===== src/rtl/digit_serial_adder.sv =====
// Digit-serial adder/subtractor: consumes DIGIT bits of each operand per clock, LSB digit first,
// with valid/ready handshakes on both sides and carry-out / signed-overflow flags on the result.
module digit_serial_adder #(
   parameter int WIDTH = 16,
   parameter int DIGIT = 4
) (
   input  logic             clk,
   input  logic             rst_n,
   input  logic             in_valid,
   output logic             in_ready,
   input  logic [WIDTH-1:0] a,
   input  logic [WIDTH-1:0] b,
   input  logic             cin,
   input  logic             sub,
   output logic             out_valid,
   input  logic             out_ready,
   output logic [WIDTH-1:0] sum,
   output logic             cout,
   output logic             ovf
);

   localparam int NDIG = WIDTH / DIGIT;
   localparam int CW   = $clog2(NDIG) + 1;
   localparam logic [CW-1:0] LAST = CW'(NDIG - 1);

   typedef enum logic [1:0] {S_IDLE, S_RUN, S_DONE} state_t;

   state_t           state_q, state_d;
   logic [WIDTH-1:0] a_q, a_d, b_q, b_d, sum_q, sum_d;
   logic             carry_q, carry_d, cout_q, cout_d, ovf_q, ovf_d;
   logic             a_msb_q, a_msb_d, b_msb_q, b_msb_d;
   logic [CW-1:0]    cnt_q, cnt_d;
   logic [DIGIT:0]   dsum;
   logic             last_digit;

   assign dsum       = {1'b0, a_q[DIGIT-1:0]} + {1'b0, b_q[DIGIT-1:0]} + {{DIGIT{1'b0}}, carry_q};
   assign last_digit = (cnt_q == LAST);

   always_ff @(posedge clk or negedge rst_n) begin
      if (!rst_n) begin
         state_q <= S_IDLE;
      end else begin
         state_q <= state_d;
      end
   end

   always_comb begin
      state_d = state_q;
      case (state_q)
         S_IDLE:  if (in_valid)   state_d = S_RUN;
         S_RUN:   if (last_digit) state_d = S_DONE;
         S_DONE:  if (out_ready)  state_d = S_IDLE;
         default: state_d = S_IDLE;
      endcase
   end

   always_comb begin
      in_ready  = (state_q == S_IDLE);
      out_valid = (state_q == S_DONE);
   end

   // Subtraction is folded into the add: b and the carry-in are inverted once at capture.
   always_comb begin
      a_d     = a_q;
      b_d     = b_q;
      sum_d   = sum_q;
      carry_d = carry_q;
      cout_d  = cout_q;
      ovf_d   = ovf_q;
      a_msb_d = a_msb_q;
      b_msb_d = b_msb_q;
      cnt_d   = cnt_q;
      if (state_q == S_IDLE && in_valid) begin
         a_d     = a;
         b_d     = sub ? ~b : b;
         carry_d = sub ? ~cin : cin;
         a_msb_d = a[WIDTH-1];
         b_msb_d = sub ? ~b[WIDTH-1] : b[WIDTH-1];
         cnt_d   = '0;
      end else if (state_q == S_RUN) begin
         a_d     = a_q >> DIGIT;
         b_d     = b_q >> DIGIT;
         carry_d = dsum[DIGIT];
         sum_d   = (sum_q >> DIGIT) | (WIDTH'(dsum[DIGIT-1:0]) << (WIDTH - DIGIT));
         cnt_d   = cnt_q + CW'(1);
         if (last_digit) begin
            cout_d = dsum[DIGIT];
            ovf_d  = (a_msb_q == b_msb_q) && (dsum[DIGIT-1] != a_msb_q);
         end
      end
   end

   always_ff @(posedge clk or negedge rst_n) begin
      if (!rst_n) begin
         a_q     <= '0;
         b_q     <= '0;
         sum_q   <= '0;
         carry_q <= 1'b0;
         cout_q  <= 1'b0;
         ovf_q   <= 1'b0;
         a_msb_q <= 1'b0;
         b_msb_q <= 1'b0;
         cnt_q   <= '0;
      end else begin
         a_q     <= a_d;
         b_q     <= b_d;
         sum_q   <= sum_d;
         carry_q <= carry_d;
         cout_q  <= cout_d;
         ovf_q   <= ovf_d;
         a_msb_q <= a_msb_d;
         b_msb_q <= b_msb_d;
         cnt_q   <= cnt_d;
      end
   end

   assign sum  = sum_q;
   assign cout = cout_q;
   assign ovf  = ovf_q;

endmodule

===== config.mk =====
export PLATFORM = sky130hd
export DESIGN_NAME = digit_serial_adder
export DESIGN_NICKNAME = d
export VERILOG_FILES = /design/src/rtl/digit_serial_adder.sv
export SDC_FILE = /design/constraint.sdc
export NUM_CORES = 1
export LEC_CHECK = 0
export ABC_AREA = 1
export ABC_CLOCK_PERIOD_IN_PS = 2200
export CORE_UTILIZATION = 41
export CTS_BUF_LIST = sky130_fd_sc_hd__clkbuf_4
export DETAILED_ROUTE_END_ITERATION = 7
export GPL_TIMING_DRIVEN = 0
export PLACE_DENSITY = 0.76
export SYNTH_ARGS = -nofsm -noshare
export SYNTH_HDL_FRONTEND = slang
export SYNTH_SLANG_ARGS = --single-unit

===== constraint.sdc =====
create_clock -name clk -period 2.2 [get_ports clk]
set_input_delay 0.33 -clock clk [delete_from_list [all_inputs] [get_ports clk]]
set_output_delay 0.33 -clock clk [all_outputs]
set_load 0.01 [all_outputs]

==> flow_summary.json, run 1 <==
{
  "crit_family": "buffers and inverters",
  "place_congestion": 0.884,
  "crit_cells": 2,
  "drive_above_1_share_pct": 9.47,
  "grt.overflow.total": 0,
  "multi_input_area_um2": 1010,
  "ctsHtreeMaxLevel": 3,
  "die_height_um": 83.4,
  "rrSetupSlack_ps": 490,
  "cp.arrival_ps": 1530,
  "cts_resized": 0,
  "finalCritPeriodShare_pct": 84.6,
  "grt_pass1_vias": 2246,
  "leakagePower_nw": 1.67,
  "worst-path-max-fanout": 4,
  "hold_class": "input pin to flip-flop",
  "synth_edf_count": 0,
  "async_flop_share_pct": 100,
  "wl_per_cell_um": 13.5,
  "cp_slowest_stage_delay_ps": 560,
  "drt-pass1-iter-count": 4,
  "period_needed_ps": 1860,
  "seq_area_um2": 1450,
  "cp.required_ps": 1870,
  "die_w_um": 83.4,
  "ys_types": 28,
  "crit_buf_inv": 1,
  "worstSetupPathType": "flip-flop to primary output",
  "grt_max_degree": 35,
  "cts_tree": "built",
  "cap_violations": 0,
  "cts_buffers": 9,
  "holdBufCountCts": 1,
  "ir_drop_v": 0.000781,
  "synthCells": 286,
  "coreArea_um2": 6390,
  "ioPinCount": 58,
  "dp_slack_ps": 542,
  "clk_pin_slew_ps": 90,
  "fin_tns_setup_ps": 0,
  "drt_iter0_drc": 128,
  "clock-root-buffer": "clkbuf_4",
  "grt_usage_pct": 18.8,
  "cts_setup_buffers": 0,
  "hpwl_um": 4290,
  "dieArea_um2": 6950,
  "tightest_slew_ps": 593,
  "fin_util_pct": 54.6,
  "cts.sinks": 58,
  "clock-skew-final_ps": 8.40,
  "cellPowerDensity_nw_per_um2": 1390,
  "yosysSeqAreaShare_pct": 53.5,
  "startpoint_type": "flip-flop",
  "cp_slowest_cell": "clkdlybuf4s50_1",
  "syn_area_per_cell_um2": 9.49,
  "fin_ws_ps": 339,
  "numPortBuffers": 56,
  "end_kind": "primary output",
  "finalMaxSlewViolations": 0,
  "numPlacedInstances": 420,
  "clock_latency_ps": 380,
  "synthFlopType": "dfrtp_1",
  "vias_per_cell": 5.00,
  "syn_area_um2": 2710,
  "rows": 29,
  "outcome": "complete, no violations",
  "rsz0062_at_grt": "false",
  "syn-num-nets": 331,
  "path_cells": "nor2_2, clkdlybuf4s50_1",
  "nNetsFinal": 400,
  "nFillCells": 580,
  "synth-seq-cells": 58,
  "grt_pass1_wl_um": 10400,
  "drc": 0,
  "worstHoldPathCells": 3,
  "yosys_warnings": 0,
  "clk_path_buf_depth": 2,
  "place_area_um2": 3390,
  "antenna_found_initial": 0,
  "area_growth_pct": 28.5,
  "setup_viol": 0,
  "antennaDiodeCount": 0,
  "final_antenna_net_count": 0,
  "finalHoldViolCount": 0,
  "r2r_cells": 4,
  "drt-total-wl_um": 5900,
  "stdcell_count": 436,
  "relSlewSlack_pct": 60.5,
  "dr_total_vias": 2178,
  "fin_area_um2": 3490,
  "max_freq_mhz": 537,
  "start_util_pct": 42.5
}
==> worst paths after layout <==
| check | start | endpoint |
|---|---|---|
| hold / removal | sub | b_q[13]$_DFFE_PN0P_ |
| hold reg to reg | sum[0]$_DFFE_PN0P_ | sum[0]$_DFFE_PN0P_ |
| min in group asynchronous | rst_n | sum[1]$_DFFE_PN0P_ |
| max in group asynchronous | rst_n | b_q[4]$_DFFE_PN0P_ |
| setup reg to reg | a_q[0]$_DFFE_PN0P_ | sum[13]$_DFFE_PN0P_ |
| setup / recovery | state_q[0]$_DFFE_PN0P_ | in_ready |
==> cells in the mapped netlist, types with 2 or more instances <==
master | n | share of area [%]
o21ai_0 | 21 | 3.9
nand2_1 | 73 | 10
ha_1 | 5 | 2.3
xor2_1 | 10 | 3.2
o21ai_1 | 7 | 1.3
fa_1 | 2 | 1.5
xnor2_1 | 4 | 1.3
buf_6 | 6 | 2.5
inv_2 | 2 | 0.28
a21oi_1 | 3 | 0.55
inv_1 | 35 | 4.8
dfrtp_1 | 58 | 53
o211ai_1 | 4 | 1.1
nor2_1 | 6 | 0.83
buf_2 | 7 | 1.3
o32ai_1 | 3 | 0.97
nand2_4 | 2 | 0.83
a22oi_1 | 17 | 4.7
nand3_1 | 9 | 1.7
o221ai_1 | 4 | 1.3
==> worst reg2reg max path: cells and delay by family (launching register included) <==
kind | cells | cell delay, ps
AO/OA/AOI/OAI | 1 | 210
adder cells (fa/ha/maj) | 2 | 900
buffers and inverters | 1 | 90
flip-flops | 1 | 430
==> state kept, by name (all words and copies together) (netlist names) <==
register / flops
a_msb_q: 1
sum: 16
ovf: 1
cout: 1
b_msb_q: 1
cnt_q: 3
b_q: 16
a_q: 16
carry_q: 1
state_q: 2
==> where the power goes <==
part | leakage [nW] | internal [W] | total, W | switching (W)
Sequential | 0.735 | 0.00156 | 0.00185 | 0.000285
Combinational | 0.880 | 0.00108 | 0.00244 | 0.00136
Clock | 0.0555 | 0.000207 | 0.000568 | 0.000361
==> layout by cell type, fill, tap and decap left out, types with 2 or more instances in the layout <==
master,instances
a21oi_1,3
a22oi_1,17
buf_2,8
buf_6,6
clkbuf_4,9
clkdlybuf4s50_1,55
clkinv_1,4
clkinv_2,2
dfrtp_1,58
fa_1,2
ha_1,5
inv_1,35
inv_2,2
nand2_1,73
nand2_4,2
nand3_1,9
nor2_1,6
o211ai_1,4
o21ai_0,21
o21ai_1,7
o221ai_1,4
o32ai_1,3
xnor2_1,4
xor2_1,10
==> logic make-up after synthesis <==
kind of cell	after synthesis	share of synthesized area, %
AOI/OAI and AO/OA	64	15.2
and+or+nand+nor	92	13.9
buffers and inverters	51	9.13
DFF	58	53.5
xor gates and xnor gates	14	4.52
adders and majority gates	7	3.78
==> stage by stage <==
step                      power, W  hold WS (ps)
after global placement     0.00419           456
after global routing       0.00528           380
after CTS                  0.00490           358
after detailed placement   0.00430           352
final                      0.00485           377
after floorplan            0.00340          34.4
==> cell type report <==
cell class / count / share of cell area, %
Timing Repair Buffer: 58 / 16.8
Clock inverter: 6 / 0.717
Multi-Input combinational cell: 177 / 29.1
Sequential cell: 58 / 41.6
Clock buffer: 9 / 1.94
Tap cell: 77 / 2.76
Inverter: 38 / 4.16
Buffer: 13 / 2.94
==> per-layer routing <==
| layer | vias to the layer above | GRT usage [%] | routed length [µm] |
|---|---|---|---|
| met4 | 0 | 9.40 | 116 |
| met3 | 11 | 3.18 | 201 |
| li1 | 1076 | - | - |
| met5 | - | 0 | 0 |
| met1 | 1037 | 24.6 | 2720 |
| met2 | 54 | 30.2 | 2870 |
Note: power is estimated with default switching activity, not from simulation.
==> inputs of run 2 (changes only) <==
Settings changed: ABC_CLOCK_PERIOD_IN_PS 2200 to 1800.
Clock period 2.2 ns to 1.8 ns, I/O delays scaled along.
==> flow_summary.json, run 2 (synthesis gave the netlist of run 1 again) <==
{
  "ctsHtreeMaxLevel": 3,
  "cts_buffers": 9,
  "dr_total_vias": 2182,
  "met2WireLength_um": 2880,
  "layout_common_cells": "nand2_1, dfrtp_1, clkdlybuf4s50_1, inv_1, o21ai_0",
  "drive_above_1_share_pct": 9.75,
  "vias_per_cell": 5.00,
  "grt_pass1_wl_um": 10400,
  "dieArea_um2": 6950,
  "final_antenna_net_count": 0,
  "start_util_pct": 42.5,
  "grt.overflow.total": 0,
  "place_area_um2": 3390,
  "end_kind": "flip-flop",
  "coreArea_um2": 6390,
  "grt_pass1_vias": 2247,
  "numPlacedInstances": 420,
  "place_congestion": 0.884,
  "antennaDiodeCount": 0,
  "clk_path_buf_depth": 2,
  "tightest_slew_ps": 593,
  "drc": 0,
  "grt_usage_pct": 18.8,
  "topRoutingLayerUsed": "met4",
  "wl_per_cell_um": 13.6,
  "grt_max_degree": 35,
  "worstSetupPathType": "flip-flop to flip-flop",
  "drt_iter0_drc": 127,
  "rows": 29,
  "numPortBuffers": 56,
  "final_common_cell": "nand2_1",
  "die_w_um": 83.4,
  "startpoint_type": "flip-flop",
  "ioPinCount": 58,
  "cap_violations": 0,
  "ir_drop_v": 0.000954,
  "antenna_found_initial": 0,
  "cp.arrival_ps": 1920,
  "fin_tns_setup_ps": 0,
  "leakagePower_nw": 1.69,
  "drt-total-wl_um": 5910,
  "area_growth_pct": 28.7,
  "clock-root-buffer": "clkbuf_4",
  "fin_ws_ps": 169,
  "outcome": "complete, no violations",
  "cts.sinks": 58,
  "relSlewSlack_pct": 60.5,
  "wl_met3_um": 223,
  "max_freq_mhz": 613,
  "clock_latency_ps": 380,
  "clk_pin_slew_ps": 90,
  "finalMaxSlewViolations": 0,
  "cp.required_ps": 2090,
  "die_height_um": 83.4,
  "fin_area_um2": 3490,
  "period_needed_ps": 1630,
  "dp_slack_ps": 142,
  "stdcell_count": 436,
  "rsz0062_at_grt": "false",
  "cellPowerDensity_nw_per_um2": 1700,
  "hold_class": "input pin to flip-flop",
  "clock-skew-final_ps": 8.57,
  "finalHoldViolCount": 0,
  "drt-met1-wl_um": 2700,
  "setup_viol": 0,
  "cts_tree": "built",
  "worst-path-max-fanout": 3,
  "finalCritPeriodShare_pct": 90.6,
  "nNetsFinal": 400,
  "drt-pass1-iter-count": 4,
  "hpwl_um": 4290
}
==> run 2: changes by cell type in the layout (fill, tap and decap cells not counted) <==
cell	previous run	this run
fa_1	2	1
clkdlybuf4s50_1	55	53
fa_2	0	1
dlygate4sd2_1	0	1
dlymetal6s2s_1	0	1
==> run 2: routing by layer <==
metal / up-vias / GRT usage (%)
li1: 1077 / -
met5: - / 0
met1: 1032 / 24.6
met2: 62 / 30.3
met3: 11 / 3.18
met4: 0 / 9.40
==> run 2: worst max-delay path, cell delays in order, from the launching register on <==
cell     delay, ps
dfrtp_1        430
fa_2           410
inv_1           80
fa_1           420
o21ai_0        200
==> run 2: worst paths after layout <==
| kind | start | to | slack [ps] | depth (start not counted) |
|---|---|---|---|---|
| setup / recovery | a_q[0]$_DFFE_PN0P_ | sum[13]$_DFFE_PN0P_ | 170 | 4 |
| hold / removal | sub | b_q[13]$_DFFE_PN0P_ | 320 | 3 |
| setup reg to reg | a_q[0]$_DFFE_PN0P_ | sum[13]$_DFFE_PN0P_ | 170 | 4 |
| hold reg to reg | sum[0]$_DFFE_PN0P_ | sum[0]$_DFFE_PN0P_ | 480 | 2 |
| max in group asynchronous | rst_n | b_q[4]$_DFFE_PN0P_ | 800 | 3 |
| min in group asynchronous | rst_n | sum[1]$_DFFE_PN0P_ | 410 | 2 |
==> run 2: report_power, final <==
part | total [W] | switching (W) | internal (W) | leakage, nW
combinational | 0.00297 | 0.00166 | 0.00131 | 0.899
clock | 0.000694 | 0.000440 | 0.000253 | 0.0555
sequential | 0.00226 | 0.000351 | 0.00191 | 0.735
total | 0.00592 | 0.00245 | 0.00347 | 1.69
==> run 2: layout make-up <==
cell class | count | area, µm²
buffer | 13 | 103
clock buffer | 9 | 67.6
clock inverter | 6 | 25.0
fill | 579 | 2890
inverter | 38 | 145
multi-input combinational | 177 | 1020
sequential | 58 | 1450
tap | 77 | 96.3
timing repair buffer | 58 | 587
==> run 2: repair_timing <==
action | CTS | global route
hold endpoints to repair | 24 | 0
setup endpoints to repair | 1 | 3
cloned | 0 | 0
hold buffers | 1 | 0
setup buffers | 0 | 0
resized for setup | 1 | 2
==> run 2: metrics by stage <==
step | utilization [%] | hold WS (ps) | total power (W)
6_report | 54.7 | 316 | 0.00592
3_5_place_dp | 53.0 | 292 | 0.00526
5_1_grt | 54.7 | 320 | 0.00645
3_3_place_gp | 52.8 | 456 | 0.00512
2_1_floorplan | - | -25.6 | 0.00415
4_1_cts | 54.6 | 298 | 0.00597
